File: src/rtl/blob_frame_ctrl_if.sv
// Camera-pixel, blob-pipeline and host signals of the frame sequencer, bundled as one port.
// The slave modport is the sequencer's view; master is the view of whatever drives it.
interface blob_frame_ctrl_if #(
  parameter int PIX_W = 8
);
  logic             i_start;
  logic             i_continuous;
  logic             i_frame_start;
  logic             i_pix_valid;
  logic [PIX_W-1:0] i_pix_gray;
  logic [PIX_W-1:0] i_threshold;
  logic             o_blob_valid;
  logic             o_blob_seq;
  logic             i_blob_done;
  logic [7:0]       i_blob_count;
  logic             o_busy;
  logic             o_result_valid;
  logic [7:0]       o_result;
  logic             o_result_err;
  logic             o_timeout;

  modport slave (
    input  i_start, i_continuous, i_frame_start, i_pix_valid, i_pix_gray, i_threshold,
    input  i_blob_done, i_blob_count,
    output o_blob_valid, o_blob_seq, o_busy, o_result_valid, o_result, o_result_err, o_timeout
  );

  modport master (
    output i_start, i_continuous, i_frame_start, i_pix_valid, i_pix_gray, i_threshold,
    output i_blob_done, i_blob_count,
    input  o_blob_valid, o_blob_seq, o_busy, o_result_valid, o_result, o_result_err, o_timeout
  );
endinterface

File: src/rtl/blob_frame_ctrl.sv
// Frame sequencer: captures one binarized camera frame into the blob pipeline with fixed
// two-cycle pixel-to-seq alignment, then collects the blob count and hands it to the host.
module blob_frame_ctrl #(
  parameter int IMG_COL     = 800,
  parameter int IMG_ROW     = 600,
  parameter int PIX_W       = 8,
  parameter int TIMEOUT_CYC = 65536
) (
  input  logic             i_clk,
  input  logic             i_rst,
  blob_frame_ctrl_if.slave bus
);
  localparam int FRAME_PIX = IMG_COL * IMG_ROW;
  localparam int CNT_W     = 20;
  localparam int TO_W      = (TIMEOUT_CYC > 2) ? $clog2(TIMEOUT_CYC) : 1;

  typedef enum logic [2:0] {IDLE, ARM, STREAM, FLUSH, WAIT_RES, RELEASE, DONE, HALT} state_t;

  state_t             state_q, state_d;
  logic [PIX_W-1:0]   thr_q, thr_d;
  logic [CNT_W-1:0]   pix_cnt_q, pix_cnt_d;
  logic [TO_W-1:0]    to_cnt_q, to_cnt_d;
  logic               flush_q, flush_d;
  logic               err_q, err_d;
  logic               under_q, under_d;
  logic               stg1_q, stg1_d;
  logic               blob_valid_q, blob_valid_d;
  logic               blob_seq_q, blob_seq_d;
  logic               busy_q, busy_d;
  logic               result_valid_q, result_valid_d;
  logic [7:0]         result_q, result_d;
  logic               result_err_q, result_err_d;
  logic               timeout_q, timeout_d;

  always_ff @(posedge i_clk or posedge i_rst) begin
    if (i_rst) begin
      state_q        <= IDLE;
      thr_q          <= '0;
      pix_cnt_q      <= '0;
      to_cnt_q       <= '0;
      flush_q        <= 1'b0;
      err_q          <= 1'b0;
      under_q        <= 1'b0;
      stg1_q         <= 1'b0;
      blob_valid_q   <= 1'b0;
      blob_seq_q     <= 1'b0;
      busy_q         <= 1'b0;
      result_valid_q <= 1'b0;
      result_q       <= '0;
      result_err_q   <= 1'b0;
      timeout_q      <= 1'b0;
    end else begin
      state_q        <= state_d;
      thr_q          <= thr_d;
      pix_cnt_q      <= pix_cnt_d;
      to_cnt_q       <= to_cnt_d;
      flush_q        <= flush_d;
      err_q          <= err_d;
      under_q        <= under_d;
      stg1_q         <= stg1_d;
      blob_valid_q   <= blob_valid_d;
      blob_seq_q     <= blob_seq_d;
      busy_q         <= busy_d;
      result_valid_q <= result_valid_d;
      result_q       <= result_d;
      result_err_q   <= result_err_d;
      timeout_q      <= timeout_d;
    end
  end

  always_comb begin
    state_d        = state_q;
    thr_d          = thr_q;
    pix_cnt_d      = pix_cnt_q;
    to_cnt_d       = to_cnt_q;
    flush_d        = flush_q;
    err_d          = err_q;
    under_d        = under_q;
    blob_valid_d   = blob_valid_q;
    result_d       = result_q;
    result_err_d   = result_err_q;
    timeout_d      = timeout_q;
    result_valid_d = 1'b0;
    // The first delay stage carries 0 unless a pixel is accepted this cycle.
    stg1_d         = 1'b0;
    blob_seq_d     = stg1_q;

    case (state_q)
      IDLE: begin
        if (bus.i_start) begin
          state_d = ARM;
          err_d   = 1'b0;
        end
      end
      ARM: begin
        // Pixel 0 is binarized against the live threshold, since thr_q only loads now.
        if (bus.i_pix_valid && bus.i_frame_start) begin
          thr_d        = bus.i_threshold;
          pix_cnt_d    = CNT_W'(1);
          under_d      = 1'b0;
          stg1_d       = (bus.i_pix_gray >= bus.i_threshold);
          blob_valid_d = 1'b1;
          state_d      = STREAM;
        end
      end
      STREAM: begin
        if (under_q || !bus.i_pix_valid) begin
          under_d = 1'b1;
          err_d   = 1'b1;
        end else begin
          stg1_d = (bus.i_pix_gray >= thr_q);
          if (bus.i_frame_start) begin
            err_d = 1'b1;
          end
        end
        pix_cnt_d = pix_cnt_q + CNT_W'(1);
        if (pix_cnt_q == CNT_W'(FRAME_PIX - 1)) begin
          state_d = FLUSH;
          flush_d = 1'b0;
        end
      end
      FLUSH: begin
        flush_d = 1'b1;
        if (flush_q) begin
          state_d  = WAIT_RES;
          to_cnt_d = '0;
        end
      end
      WAIT_RES: begin
        to_cnt_d = to_cnt_q + TO_W'(1);
        if (bus.i_blob_done) begin
          result_d     = bus.i_blob_count;
          result_err_d = err_q;
          blob_valid_d = 1'b0;
          state_d      = RELEASE;
        end else if (to_cnt_q == TO_W'(TIMEOUT_CYC - 1)) begin
          timeout_d    = 1'b1;
          blob_valid_d = 1'b0;
          state_d      = HALT;
        end
      end
      RELEASE: begin
        if (!bus.i_blob_done) begin
          result_valid_d = 1'b1;
          state_d        = DONE;
        end
      end
      DONE: begin
        if (bus.i_continuous) begin
          state_d = ARM;
          err_d   = 1'b0;
        end else begin
          state_d = IDLE;
        end
      end
      HALT: begin
        state_d = HALT;
      end
    endcase

    busy_d = (state_d != IDLE);
  end

  assign bus.o_blob_valid   = blob_valid_q;
  assign bus.o_blob_seq     = blob_seq_q;
  assign bus.o_busy         = busy_q;
  assign bus.o_result_valid = result_valid_q;
  assign bus.o_result       = result_q;
  assign bus.o_result_err   = result_err_q;
  assign bus.o_timeout      = timeout_q;
endmodule

File: src/flat_wrapper.sv
// flat-port wrapper written by rule: the top's interface ports become plain ports
module blob_frame_ctrl_flat 
#(
  parameter int IMG_COL     = 800,
  parameter int IMG_ROW     = 600,
  parameter int PIX_W       = 8,
  parameter int TIMEOUT_CYC = 65536
)
  (i_clk, i_rst, bus_i_start, bus_i_continuous, bus_i_frame_start, bus_i_pix_valid, bus_i_pix_gray, bus_i_threshold, bus_i_blob_done, bus_i_blob_count, bus_o_blob_valid, bus_o_blob_seq, bus_o_busy, bus_o_result_valid, bus_o_result, bus_o_result_err, bus_o_timeout);
  blob_frame_ctrl_if #(.PIX_W(PIX_W)) bus_i ();
  input  logic i_clk;
  input  logic i_rst;
  input wire logic [$bits(bus_i.i_start)-1:0] bus_i_start;
  input wire logic [$bits(bus_i.i_continuous)-1:0] bus_i_continuous;
  input wire logic [$bits(bus_i.i_frame_start)-1:0] bus_i_frame_start;
  input wire logic [$bits(bus_i.i_pix_valid)-1:0] bus_i_pix_valid;
  input wire logic [$bits(bus_i.i_pix_gray)-1:0] bus_i_pix_gray;
  input wire logic [$bits(bus_i.i_threshold)-1:0] bus_i_threshold;
  input wire logic [$bits(bus_i.i_blob_done)-1:0] bus_i_blob_done;
  input wire logic [$bits(bus_i.i_blob_count)-1:0] bus_i_blob_count;
  output wire logic [$bits(bus_i.o_blob_valid)-1:0] bus_o_blob_valid;
  output wire logic [$bits(bus_i.o_blob_seq)-1:0] bus_o_blob_seq;
  output wire logic [$bits(bus_i.o_busy)-1:0] bus_o_busy;
  output wire logic [$bits(bus_i.o_result_valid)-1:0] bus_o_result_valid;
  output wire logic [$bits(bus_i.o_result)-1:0] bus_o_result;
  output wire logic [$bits(bus_i.o_result_err)-1:0] bus_o_result_err;
  output wire logic [$bits(bus_i.o_timeout)-1:0] bus_o_timeout;
  assign bus_i.i_start = bus_i_start;
  assign bus_i.i_continuous = bus_i_continuous;
  assign bus_i.i_frame_start = bus_i_frame_start;
  assign bus_i.i_pix_valid = bus_i_pix_valid;
  assign bus_i.i_pix_gray = bus_i_pix_gray;
  assign bus_i.i_threshold = bus_i_threshold;
  assign bus_i.i_blob_done = bus_i_blob_done;
  assign bus_i.i_blob_count = bus_i_blob_count;
  assign bus_o_blob_valid = bus_i.o_blob_valid;
  assign bus_o_blob_seq = bus_i.o_blob_seq;
  assign bus_o_busy = bus_i.o_busy;
  assign bus_o_result_valid = bus_i.o_result_valid;
  assign bus_o_result = bus_i.o_result;
  assign bus_o_result_err = bus_i.o_result_err;
  assign bus_o_timeout = bus_i.o_timeout;
  blob_frame_ctrl #(.IMG_COL(IMG_COL), .IMG_ROW(IMG_ROW), .PIX_W(PIX_W), .TIMEOUT_CYC(TIMEOUT_CYC)) u_core (.i_clk(i_clk), .i_rst(i_rst), .bus(bus_i));
endmodule
File: config.mk
export PLATFORM = sky130hd
export DESIGN_NAME = blob_frame_ctrl_flat
export DESIGN_NICKNAME = d
export VERILOG_FILES = /design/src/rtl/blob_frame_ctrl_if.sv /design/src/rtl/blob_frame_ctrl.sv /design/src/flat_wrapper.sv
export SDC_FILE = /design/constraint.sdc
export NUM_CORES = 1
export LEC_CHECK = 0
export ABC_AREA = 1
export CORE_ASPECT_RATIO = 0.6
export CORE_MARGIN = 5
export CORE_UTILIZATION = 49
export DETAILED_ROUTE_END_ITERATION = 10
export MAX_ROUTING_LAYER = met4
export PLACE_DENSITY = 0.74
export SYNTH_ARGS = -nofsm -noshare
export SYNTH_HDL_FRONTEND = slang
export SYNTH_SLANG_ARGS = --single-unit
File: constraint.sdc
create_clock -name i_clk -period 2.47 [get_ports i_clk]
set_clock_uncertainty 0.05 [all_clocks]
set_input_delay 0.741 -clock i_clk [delete_from_list [all_inputs] [get_ports i_clk]]
set_output_delay 0.741 -clock i_clk [all_outputs]
set_load 0.02 [all_outputs]
==> reports/results.txt <==
CTS max path bufs -> 2
Die area -> 9520 um2
Final Cell Area -> 4584 um2
Final hold vios -> 0
Syn avg cell area -> 7.711 um2
Status -> finished clean
CTS tree -> yes
CP max-delay cell -> clkdlybuf4s50_1
Largest net degree at the start of global routing -> 55
Via count -> 3291
Syn Std Cell Area -> 3732 um2
Via-per-instance ratio -> 5.094
Setup CP Type -> register to output port
Multi-input gate area -> 1774 um2
Min-delay src -> u_core.blob_seq_d
Fillers -> 666
Worst Path Arrival -> 1.30 ns
DR iter-0 viols -> 249
Pwr dens -> 971.4 nW/um2
Initial Util -> 0.5094
Layer with the highest usage -> met1
GRT met3 Usage -> 0.06977
Fmax -> 478.2 MHz
Max-slew violations -> 0
Final Cycle Share -> 0.8466
Slew @ Worst Pin -> 0.4725 ns
Met2 Use GR -> 0.2616
CP Cell Sequence -> clkdlybuf4s50_1
Syn Inst Count -> 484
Sink Count -> 65
CTS H-Tree Depth -> 3
ANT cells -> 0
Unique masters post-synth -> 31
CTS buffer count -> 9
Rows -> 24
Setup tns final -> 0 ns
CP Launch Type -> register
GRT Overall Usage -> 0.1986
Setup Fix Bufs, Post-CTS -> 0
Initial antenna violation count -> 0
Register area -> 1627 um2
Max Cap Viol -> 0
Buf/Inv on CP -> 1
Final net count -> 586
Dpl hpwl -> 6450 um
CP required -> 1.68 ns
WL per Instance -> 13.67 um
Reg2reg start -> u_core.state_q[0]
Clk pin slew, worst setup/hold paths -> 0.06 ns
Post-route minimum period -> 2.091 ns
Root buf cell -> clkbuf_16
Worst setup path start -> u_core.bus.o_blob_valid
Final setup fails -> 0
PortBufs -> 44
Hold Slack -> 0.3255 ns
Vias in the first global route -> 2965
Max VDD drop -> 0.5673 mV
Critical Path Max Stage Delay -> 0.63 ns
Most frequent cells in the layout -> 128 x nand2_1, 69 x inv_1, 65 x dfrtp_1, 55 x nor2_1, 44 x clkdlybuf4s50_1
Die height -> 77.61 um
Slew Limit Headroom -> 0.6842
Finished Layout Cells -> 646
DRT antenna net count -> 0
Die Width -> 122.7 um
Syn_nets -> 533
Static Leak -> 2.174 nW
Post-CTS Hold Buffers -> 0
Hold/Removal Path Class -> register to register
R2R Setup Slk -> 0.66 ns
Share of cells above drive strength 1 -> 0.08118
Sequential-to-total area share from yosys stat -> 0.4358
Worst Path Max Fanout -> 2
Tot Pwr -> 4.453 mW
Area delta synth->final -> 22.83%
Worst-skew pair later-pin latency -> 0.33 ns
Io pins -> 45
Final WL -> 8829 um
Total gr overflow -> 0
Most common library cell in the layout ignoring fill and taps -> nand2_1
#FFs+latches synth -> 65
Placed Cells -> 630
Worst Setup End Kind -> output port
Synthesis warning total -> 0
Core footprint -> 7327 um2
Unrepaired setup endpoints after global routing -> false
Global-route wire length before repair -> 14400 um
Cts repair resizes -> 0
Drt pass-1 iters -> 5
Met1 usage -> 0.2893
Gpl congestion -> 0.9175
CP delay by family, top -> buffers and inverters
Placed instance area -> 4294 um2
Post-route DRC -> 0
## sequential cells by signal (all words and copies together) (netlist names), 3 cells and up
signal	count
u_core.state_q	3
u_core.to_cnt_q	16
u_core.thr_q	8
u_core.pix_cnt_q	20
u_core.bus.o_result	8
## worst paths after layout
check / to / depth (start not counted)
max: bus_o_blob_valid / 1
min in group asynchronous: u_core.blob_seq_d / 2
min: u_core.bus.o_blob_seq / 0
min reg2reg: u_core.bus.o_blob_seq / 0
max in group asynchronous: u_core.to_cnt_q[11] / 3
max reg2reg: u_core.pix_cnt_q[11] / 8
## power breakdown
| part | leakage [nW] | switching [mW] | internal, mW |
|---|---|---|---|
| combinational | 1.18 | 0.863 | 0.628 |
| sequential | 0.845 | 0.295 | 1.41 |
| clock | 0.144 | 0.452 | 0.806 |
## final cells by class
| class | instances | area share |
|---|---|---|
| inverter | 74 | 0.06114 |
| sequential | 65 | 0.3548 |
| tap | 104 | 0.02838 |
| clock inverter | 3 | 0.008734 |
| clock buffer | 13 | 0.05459 |
| timing repair buffer | 48 | 0.1053 |
| multi-input combinational | 339 | 0.3870 |
## logic make-up after synthesis
family          count (synthesis)  share of synthesized area
compound gates                 61                    0.08783
xor+xnor                        5                    0.01173
fa+ha+maj                      18                    0.06034
buf+inv                        80                    0.08884
flops                          65                     0.4358
mux                             9                    0.02715
simple gates                  246                     0.2883
## stage by stage
stage | worst slack (ns) | utilization
4_1_cts | 0.3643 | 0.6257
3_5_place_dp | 0.1915 | 0.5861
6_report | 0.3789 | 0.6257
3_3_place_gp | 0.2325 | 0.5861
5_1_grt | 0.3265 | 0.6257
2_1_floorplan | 0.05255 | -
## per-layer routing
layer	vias to the layer above	wire, um
met4	0	67
li1	1662	-
met2	130	3564
met3	8	727
met5	-	0
met1	1491	4470
## synth_stat cells
master	instances	area, um2
nand3_4	1	17.52
inv_2	3	11.26
dfrtp_1	65	1627
xor2_1	4	35.03
nand3_1	35	175.2
ha_1	18	225.2
o21ai_0	38	190.2
buf_6	3	33.78
inv_4	1	6.260
nor2_2	3	18.77
a22oi_1	1	7.510
o21ai_1	1	5.000
xnor2_1	1	8.760
nand2_1	128	480.5
mux2_2	9	101.4
buf_4	1	7.510
buf_2	2	10.01
a22o_1	2	17.52
or2_2	2	12.51
nand2_2	2	12.51
a31oi_1	1	6.260
nand4_1	10	62.56
a2bb2oi_1	1	8.760
nor2_4	4	45.04
o31ai_1	2	15.01
o22ai_1	2	12.51
nor2_1	55	206.5
inv_1	70	262.8
nand2_8	1	20.02
nor3_1	5	25.02
a21oi_1	13	65.06
No activity file was read; power rests on OpenSTA's default activity.
